===== config.mk =====
export PLATFORM = sky130hd
export DESIGN_NAME = ram_arbiter_flat
export DESIGN_NICKNAME = d
export VERILOG_FILES = /design/src/rtl/ram_arbiter_if.sv /design/src/rtl/ram_arbiter.sv /design/src/flat_wrapper.sv
export SDC_FILE = /design/constraint.sdc
export NUM_CORES = 1
export LEC_CHECK = 0
export ABC_AREA = 1
export BUFFER_PORTS_ARGS = -buffer_cell sky130_fd_sc_hd__buf_4
export CAP_MARGIN = 30
export CORE_MARGIN = 2
export CORE_UTILIZATION = 30
export CTS_CLUSTER_DIAMETER = 200
export DETAILED_ROUTE_END_ITERATION = 10
export SLEW_MARGIN = 20
export SYNTH_ARGS = -nofsm -noshare
export SYNTH_HDL_FRONTEND = slang
export SYNTH_SLANG_ARGS = --single-unit

===== constraint.sdc =====
create_clock -name clk -period 3.36 [get_ports clk]
set_input_delay 0.336 -clock clk [delete_from_list [all_inputs] [get_ports clk]]
set_output_delay 0.336 -clock clk [all_outputs]
set_load 0.005 [all_outputs]

===== src/rtl/ram_arbiter_if.sv =====
// Shared bus between the two RAM requesters (ports C and D), the arbiter and
// the single-port genram. The arbiter is the slave of both requesters and
// drives the RAM side; the requesters use the master view, the RAM the mem view.
interface ram_arbiter_if #(
  parameter int AW = 9,
  parameter int DW = 12
) ();

  // Port C: Simplez CPU
  logic          c_req;
  logic          c_rw;
  logic [AW-1:0] c_addr;
  logic [DW-1:0] c_din;
  logic          c_ack;
  logic [DW-1:0] c_dout;

  // Port D: serial loader / debug monitor
  logic          d_req;
  logic          d_rw;
  logic [AW-1:0] d_addr;
  logic [DW-1:0] d_din;
  logic          d_ack;
  logic [DW-1:0] d_dout;

  // RAM side
  logic          ram_cs;
  logic          ram_rw;
  logic [AW-1:0] ram_addr;
  logic [DW-1:0] ram_din;
  logic [DW-1:0] ram_dout;

  // Arbiter status
  logic          busy;

  // Arbiter view
  modport slave (
    input  c_req, c_rw, c_addr, c_din,
    input  d_req, d_rw, d_addr, d_din,
    input  ram_dout,
    output c_ack, c_dout,
    output d_ack, d_dout,
    output ram_cs, ram_rw, ram_addr, ram_din,
    output busy
  );

  // Requester view (both ports)
  modport master (
    output c_req, c_rw, c_addr, c_din,
    output d_req, d_rw, d_addr, d_din,
    input  c_ack, c_dout,
    input  d_ack, d_dout,
    input  busy
  );

  // RAM view
  modport mem (
    input  ram_cs, ram_rw, ram_addr, ram_din,
    output ram_dout
  );

endinterface : ram_arbiter_if


===== src/rtl/ram_arbiter.sv =====
// Two-requester arbiter for the 12-bit genram. Every access runs as a fixed
// IDLE -> ACCESS -> RESP sequence: the winner's request is latched in IDLE,
// presented to the RAM in ACCESS and acknowledged in RESP. Addresses at or
// above RAM_TOP belong to the peripheral window and never reach the RAM.
module ram_arbiter #(
  parameter int            AW      = 9,
  parameter int            DW      = 12,
  parameter logic [AW-1:0] RAM_TOP = 'h1F8,
  parameter bit            FIXED_C = 1'b0
) (
  input  logic          clk,
  input  logic          rstn,
  ram_arbiter_if.slave  bus
);

  typedef enum logic [1:0] {
    S_IDLE   = 2'd0,
    S_ACCESS = 2'd1,
    S_RESP   = 2'd2
  } state_t;

  localparam logic PORT_C = 1'b0;
  localparam logic PORT_D = 1'b1;

  // FSM state and latched transaction
  state_t        r_state;
  logic          r_last;      // port served by the previous access
  logic          r_gnt;       // port owning the current access
  logic          r_rw;        // latched direction of the current access
  logic          r_in_range;  // latched address < RAM_TOP

  // Registered outputs
  logic          r_c_ack;
  logic          r_d_ack;
  logic [DW-1:0] r_c_dout;
  logic [DW-1:0] r_d_dout;
  logic          r_ram_cs;
  logic          r_ram_rw;
  logic [AW-1:0] r_ram_addr;
  logic [DW-1:0] r_ram_din;

  // Arbitration result and the winner's request fields
  logic          w_any_req;
  logic          w_pick;
  logic          w_sel_rw;
  logic [AW-1:0] w_sel_addr;
  logic [DW-1:0] w_sel_din;

  // Read return path
  logic          w_resp_rd;
  logic [DW-1:0] w_rd_data;

  assign w_any_req = bus.c_req | bus.d_req;

  // Pick the winner among pending requests and mux its fields.
  always_comb begin
    // NOTE: every signal gets a default before any branch so no latch is inferred.
    w_pick     = PORT_C;
    w_sel_rw   = bus.c_rw;
    w_sel_addr = bus.c_addr;
    w_sel_din  = bus.c_din;
    // D wins when alone, or on a tie in round-robin mode when C went last.
    if (bus.d_req && (!bus.c_req || (!FIXED_C && r_last == PORT_C))) begin
      w_pick     = PORT_D;
      w_sel_rw   = bus.d_rw;
      w_sel_addr = bus.d_addr;
      w_sel_din  = bus.d_din;
    end
  end

  // The RAM output register only holds valid data during RESP of an
  // in-range read; out-of-range reads return zero.
  assign w_resp_rd = (r_state == S_RESP) && r_rw && rstn;
  assign w_rd_data = r_in_range ? bus.ram_dout : '0;

  // Transaction sequencer: latch in IDLE, drive RAM in ACCESS, ack in RESP.
  always_ff @(posedge clk) begin
    // NOTE: state is updated with non-blocking assignments so every register
    // samples the pre-edge values, independent of statement order.
    if (!rstn) begin
      r_state    <= S_IDLE;
      r_last     <= PORT_D;  // C wins the first tie after reset
      r_gnt      <= PORT_C;
      r_rw       <= 1'b1;
      r_in_range <= 1'b0;
      r_c_ack    <= 1'b0;
      r_d_ack    <= 1'b0;
      r_c_dout   <= '0;
      r_d_dout   <= '0;
      r_ram_cs   <= 1'b0;
      r_ram_rw   <= 1'b1;
      r_ram_addr <= '0;
      r_ram_din  <= '0;
    end else begin
      case (r_state)
        S_IDLE: begin
          if (w_any_req) begin
            r_gnt      <= w_pick;
            r_rw       <= w_sel_rw;
            r_in_range <= (w_sel_addr < RAM_TOP);
            // RAM pins load here so they are valid for the whole ACCESS cycle.
            r_ram_cs   <= (w_sel_addr < RAM_TOP);
            r_ram_rw   <= w_sel_rw;
            r_ram_addr <= w_sel_addr;
            r_ram_din  <= w_sel_din;
            r_state    <= S_ACCESS;
          end
        end

        S_ACCESS: begin
          // Release the RAM; address and data keep their last value.
          r_ram_cs <= 1'b0;
          r_ram_rw <= 1'b1;
          r_c_ack  <= (r_gnt == PORT_C);
          r_d_ack  <= (r_gnt == PORT_D);
          r_state  <= S_RESP;
        end

        S_RESP: begin
          r_c_ack <= 1'b0;
          r_d_ack <= 1'b0;
          // Capture read data so dout holds until the port's next ack.
          if (r_rw) begin
            if (r_gnt == PORT_C) r_c_dout <= w_rd_data;
            else                 r_d_dout <= w_rd_data;
          end
          r_last  <= r_gnt;
          r_state <= S_IDLE;
        end

        default: r_state <= S_IDLE;
      endcase
    end
  end

  // Acks and RAM strobes are masked while rstn is low so a reset that lands
  // mid-transaction cannot complete a pending write or leak an ack.
  assign bus.c_ack    = r_c_ack & rstn;
  assign bus.d_ack    = r_d_ack & rstn;
  assign bus.ram_cs   = r_ram_cs & rstn;
  assign bus.ram_rw   = r_ram_rw | ~rstn;
  assign bus.ram_addr = r_ram_addr;
  assign bus.ram_din  = r_ram_din;
  assign bus.busy     = (r_state != S_IDLE);

  // Read data is valid in the same cycle as the ack, straight from the RAM
  // register, and is held afterwards from the captured copy.
  assign bus.c_dout = (w_resp_rd && r_gnt == PORT_C) ? w_rd_data : r_c_dout;
  assign bus.d_dout = (w_resp_rd && r_gnt == PORT_D) ? w_rd_data : r_d_dout;

endmodule : ram_arbiter


===== src/flat_wrapper.sv =====
// flat-port wrapper written by rule: the top's interface ports become plain ports
module ram_arbiter_flat 
#(
  parameter int            AW      = 9,
  parameter int            DW      = 12,
  parameter logic [AW-1:0] RAM_TOP = 'h1F8,
  parameter bit            FIXED_C = 1'b0
)
  (clk, rstn, bus_c_req, bus_c_rw, bus_c_addr, bus_c_din, bus_d_req, bus_d_rw, bus_d_addr, bus_d_din, bus_ram_dout, bus_c_ack, bus_c_dout, bus_d_ack, bus_d_dout, bus_ram_cs, bus_ram_rw, bus_ram_addr, bus_ram_din, bus_busy);
  ram_arbiter_if #(.AW(AW), .DW(DW)) bus_i ();
  input  logic clk;
  input  logic rstn;
  input wire logic [$bits(bus_i.c_req)-1:0] bus_c_req;
  input wire logic [$bits(bus_i.c_rw)-1:0] bus_c_rw;
  input wire logic [$bits(bus_i.c_addr)-1:0] bus_c_addr;
  input wire logic [$bits(bus_i.c_din)-1:0] bus_c_din;
  input wire logic [$bits(bus_i.d_req)-1:0] bus_d_req;
  input wire logic [$bits(bus_i.d_rw)-1:0] bus_d_rw;
  input wire logic [$bits(bus_i.d_addr)-1:0] bus_d_addr;
  input wire logic [$bits(bus_i.d_din)-1:0] bus_d_din;
  input wire logic [$bits(bus_i.ram_dout)-1:0] bus_ram_dout;
  output wire logic [$bits(bus_i.c_ack)-1:0] bus_c_ack;
  output wire logic [$bits(bus_i.c_dout)-1:0] bus_c_dout;
  output wire logic [$bits(bus_i.d_ack)-1:0] bus_d_ack;
  output wire logic [$bits(bus_i.d_dout)-1:0] bus_d_dout;
  output wire logic [$bits(bus_i.ram_cs)-1:0] bus_ram_cs;
  output wire logic [$bits(bus_i.ram_rw)-1:0] bus_ram_rw;
  output wire logic [$bits(bus_i.ram_addr)-1:0] bus_ram_addr;
  output wire logic [$bits(bus_i.ram_din)-1:0] bus_ram_din;
  output wire logic [$bits(bus_i.busy)-1:0] bus_busy;
  assign bus_i.c_req = bus_c_req;
  assign bus_i.c_rw = bus_c_rw;
  assign bus_i.c_addr = bus_c_addr;
  assign bus_i.c_din = bus_c_din;
  assign bus_i.d_req = bus_d_req;
  assign bus_i.d_rw = bus_d_rw;
  assign bus_i.d_addr = bus_d_addr;
  assign bus_i.d_din = bus_d_din;
  assign bus_i.ram_dout = bus_ram_dout;
  assign bus_c_ack = bus_i.c_ack;
  assign bus_c_dout = bus_i.c_dout;
  assign bus_d_ack = bus_i.d_ack;
  assign bus_d_dout = bus_i.d_dout;
  assign bus_ram_cs = bus_i.ram_cs;
  assign bus_ram_rw = bus_i.ram_rw;
  assign bus_ram_addr = bus_i.ram_addr;
  assign bus_ram_din = bus_i.ram_din;
  assign bus_busy = bus_i.busy;
  ram_arbiter #(.AW(AW), .DW(DW), .RAM_TOP(RAM_TOP), .FIXED_C(FIXED_C)) u_core (.clk(clk), .rstn(rstn), .bus(bus_i));
endmodule

==> impl_metrics.env <==
export IMPL_vdd_ir_drop_max_mv=0.3349
export IMPL_grt_max_degree=34
export IMPL_dp_hpwl_mm=5.155
export IMPL_synth_top_cell_area_share_pct=44.18
export IMPL_port_buffer_count=109
export IMPL_seqPwrFrac_pct=49.1
export IMPL_worst_pin_slew_ns=0.7869
export IMPL_dominantRegCellSynth="dfxtp_1"
export IMPL_core_area_um2=8134
export IMPL_grt_use_total_pct=15.22
export IMPL_postCtsSetupRepairBufs=0
export IMPL_rsz0062_at_grt="no"
export IMPL_cts_tree="yes"
export IMPL_cts_resized=0
export IMPL_relSlewSlack_pct=47.49
export IMPL_drc=0
export IMPL_cp_required_ns=3.02
export IMPL_finalSetupTns_ns=0
export IMPL_min_period_ns=2.486
export IMPL_syn_to_final_growth_pct=39.31
export IMPL_synth_most_common_cell="nand2_1"
export IMPL_switching_share_pct=27.71
export IMPL_clockBufferDepth=2
export IMPL_regArea_um2=1101
export IMPL_power_density_nw_per_um2=432.6
export IMPL_viasPerCell=4.512
export IMPL_antenna_cells_inserted=0
export IMPL_hold_viol_final=0
export IMPL_clkPwrFrac_pct=29.2
export IMPL_cp_slowest_stage_delay_ns=0.65
export IMPL_p_int_mw=1.086
export IMPL_setup_viol=0
export IMPL_cts_made_buffers=5
export IMPL_pre_cts_ws_ns=1.163
export IMPL_arrival_ns=2.15
export IMPL_ctsRootBufferMaster="clkbuf_8"
export IMPL_filler_cell_count=867
export IMPL_synth_common_cells="nand2_1 (93), o21ai_0 (56), dfxtp_1 (55)"
export IMPL_dpl_cell_count=549
export IMPL_clk_latency_ns=0.30
export IMPL_leakagePower_nw=1.703
export IMPL_fin_nets=514
export IMPL_antenna_found_initial=0
export IMPL_syn_area_um2=2492
export IMPL_synth_compound_area_share_pct=22.44
export IMPL_path_common_cell="nand2_1"
export IMPL_drtAntennaViolNets=0
export IMPL_synthArstFlopShare_pct=0
export IMPL_run_status="complete, no violations"
export IMPL_synthesis_instances=350
export IMPL_fin_crit_sh_pct=73.99
export IMPL_synth_top_area_cell="dfxtp_1"
export IMPL_crit_slowest_cell="nor2_2"
export IMPL_synthAdderAreaFrac_pct=1.506
export IMPL_layout_drive_gt1_share_pct=29.65
export IMPL_initial_core_util_pct=30.64
export IMPL_routedWlPerCell_um=12.10
export IMPL_drt_initial_drc_count=71
export IMPL_synth_edf_count=0
export IMPL_gp_congestion=0.7727
export IMPL_synth_top_family_by_area="compound AO/OA/AOI/OAI gates"
export IMPL_drv_cap=0
export IMPL_critical_path_class="reg2out"
export IMPL_design_die_area_um2=9054
export IMPL_hp_class="in2reg"
export IMPL_top_usage_layer="met2"
export IMPL_synthMuxAreaShare_pct=0.4016
export IMPL_fin_cells=557
export IMPL_grtUsageMet2_pct=25.12
export IMPL_multi_input_area_um2=1074
export IMPL_die_x_um=95.15
export IMPL_crit_fanout=24
export IMPL_timing_fmax_mhz=402.3
export IMPL_first_pass_iters=4
export IMPL_overflow=0
export IMPL_skew_ns=0.007977
export IMPL_ys_seq_elements=55
export IMPL_clkSlewWorstSetupHoldPaths_ns=0.10
export IMPL_path_cells="inv_1 -> ha_1 -> nand2_1 -> nor2_2 -> nand2_1 -> o21ai_0 -> buf_4"
export IMPL_routed_via_count=2513
export IMPL_setup_worst_path_start_class="flip-flop"
export IMPL_synth_cell_types=27
export IMPL_drt_wl_total_mm=6.737
export IMPL_use_met1_pct=19.26
export IMPL_synthXorXnorAreaFrac_pct=0
export IMPL_num_io_pins=110
export IMPL_cts_htree_levels=2
export IMPL_die_y_um=95.15
export IMPL_comb_power_share_pct=21.7
export IMPL_grt_pass1_wl_mm=10.87
export IMPL_clkSinkCount=55
export IMPL_yosys_warnings=0
export IMPL_synth_seq_area_share_pct=44.18
export IMPL_synth_avg_cell_area_um2=7.121
export IMPL_globalRouteMet3Util_pct=4.980
export IMPL_cts_hold_fix_buffers=0
export IMPL_setup_slack_ns=0.8740
export IMPL_row_count=33
export IMPL_synth_simple_area_share_pct=18.72
export IMPL_synthesis_nets=413
export IMPL_drv_slew=0
export IMPL_synth_top_cells_by_area="dfxtp_1 (44%), nand2_1 (14%), o21ai_0 (11%)"
export IMPL_grt_pass1_vias=2328
export IMPL_p_switching_mw=0.4163
export IMPL_cp_end_kind="primary output"
cell type report:
cell class / count / area share [%]
Clock buffer: 5 / 1.982
Multi-Input combinational cell: 220 / 30.92
Timing Repair Buffer: 112 / 24.14
Clock inverter: 3 / 1.261
Tap cell: 105 / 3.784
Sequential cell: 55 / 31.71
Inverter: 57 / 6.198
cell usage in the layout, fill, tap and decap left out:
master,n
o211ai_1,2
o22ai_1,3
nor2_1,3
or2_2,1
inv_2,2
mux2i_1,1
clkinv_4,1
nand2_2,4
nor2_2,3
a21oi_2,1
o21ai_2,1
nand3b_1,4
buf_4,111
ha_1,3
nand3_1,3
dfxtp_1,55
a31oi_1,15
bufinv_16,1
nand2_1,93
clkbuf_8,5
o21ai_0,56
nor2_4,1
o21ai_1,16
clkinv_2,2
a21oi_1,9
inv_1,54
a311oi_1,1
buf_2,1
logic make-up (layout without fill, tap and decap cells):
family	count (synthesis)	count (layout)
buffers and inverters	75	177
adder cells (fa/ha/maj)	3	3
AND/OR/NAND/NOR	112	112
flip-flops	55	55
multiplexers	1	1
AO/OA/AOI/OAI	104	104
flip-flops by register name, indices dropped and copies added, names as in the netlist:
name                 flops
u_core.r_ram_rw          1
u_core.r_ram_cs          1
u_core.r_gnt             1
u_core.r_d_ack           1
u_core.bus.ram_din      12
u_core.r_d_dout         12
u_core.r_in_range        1
u_core.r_c_ack           1
u_core.bus.ram_addr      9
u_core.r_c_dout         12
u_core.r_rw              1
u_core.r_state           2
u_core.r_last            1
power groups by stage:
stage                     registers (mW)  clock network [mW]  logic (mW)
final                              0.738               0.438       0.326
after global routing               0.744               0.483       0.367
after CTS                          0.738               0.458       0.331
after detailed placement           0.751                   0       0.331
after global placement             0.752                   0       0.327
after floorplan                    0.746                   0       0.173
worst paths after layout:
kind / slack [ns] / cells past startpoint / end / start
min reg2reg: 0.47 / 2 / u_core.r_d_dout[5] / u_core.r_d_dout[5]
min: 0.30 / 3 / u_core.bus.ram_addr[2] / bus_d_addr[2]
max: 0.87 / 7 / bus_d_dout[0] / u_core.r_state[0]
max reg2reg: 1.50 / 7 / u_core.bus.ram_din[1] / u_core.r_state[1]
through the flow:
stage	cell area, um^2	hold slack, ns	power (mW)	util (%)
2_1_floorplan	2492	0.4326	0.9191	-
3_3_place_gp	3354	0.4490	1.079	41.24
3_5_place_dp	3359	0.4602	1.082	41.30
4_1_cts	3472	0.2817	1.527	42.69
5_1_grt	3472	0.2898	1.595	42.69
6_report	3472	0.2953	1.502	42.69
worst max-delay path: cells and delay by family, from the launching register on:
kind	cells	cell delay, ns
buf+inv	2	0.27
flops	1	0.33
fa+ha+maj	1	0.18
simple gates	3	0.90
compound gates	1	0.16
per-layer routing:
| metal | share of wire, % | up-vias | wire, um |
|---|---|---|---|
| li1 | - | 1319 | - |
| met1 | 44 | 1091 | 2956 |
| met2 | 46 | 99 | 3095 |
| met3 | 9.4 | 4 | 635 |
| met4 | 0.74 | 0 | 50 |
| met5 | 0 | - | 0 |
No activity file was read; power rests on OpenSTA's default activity.
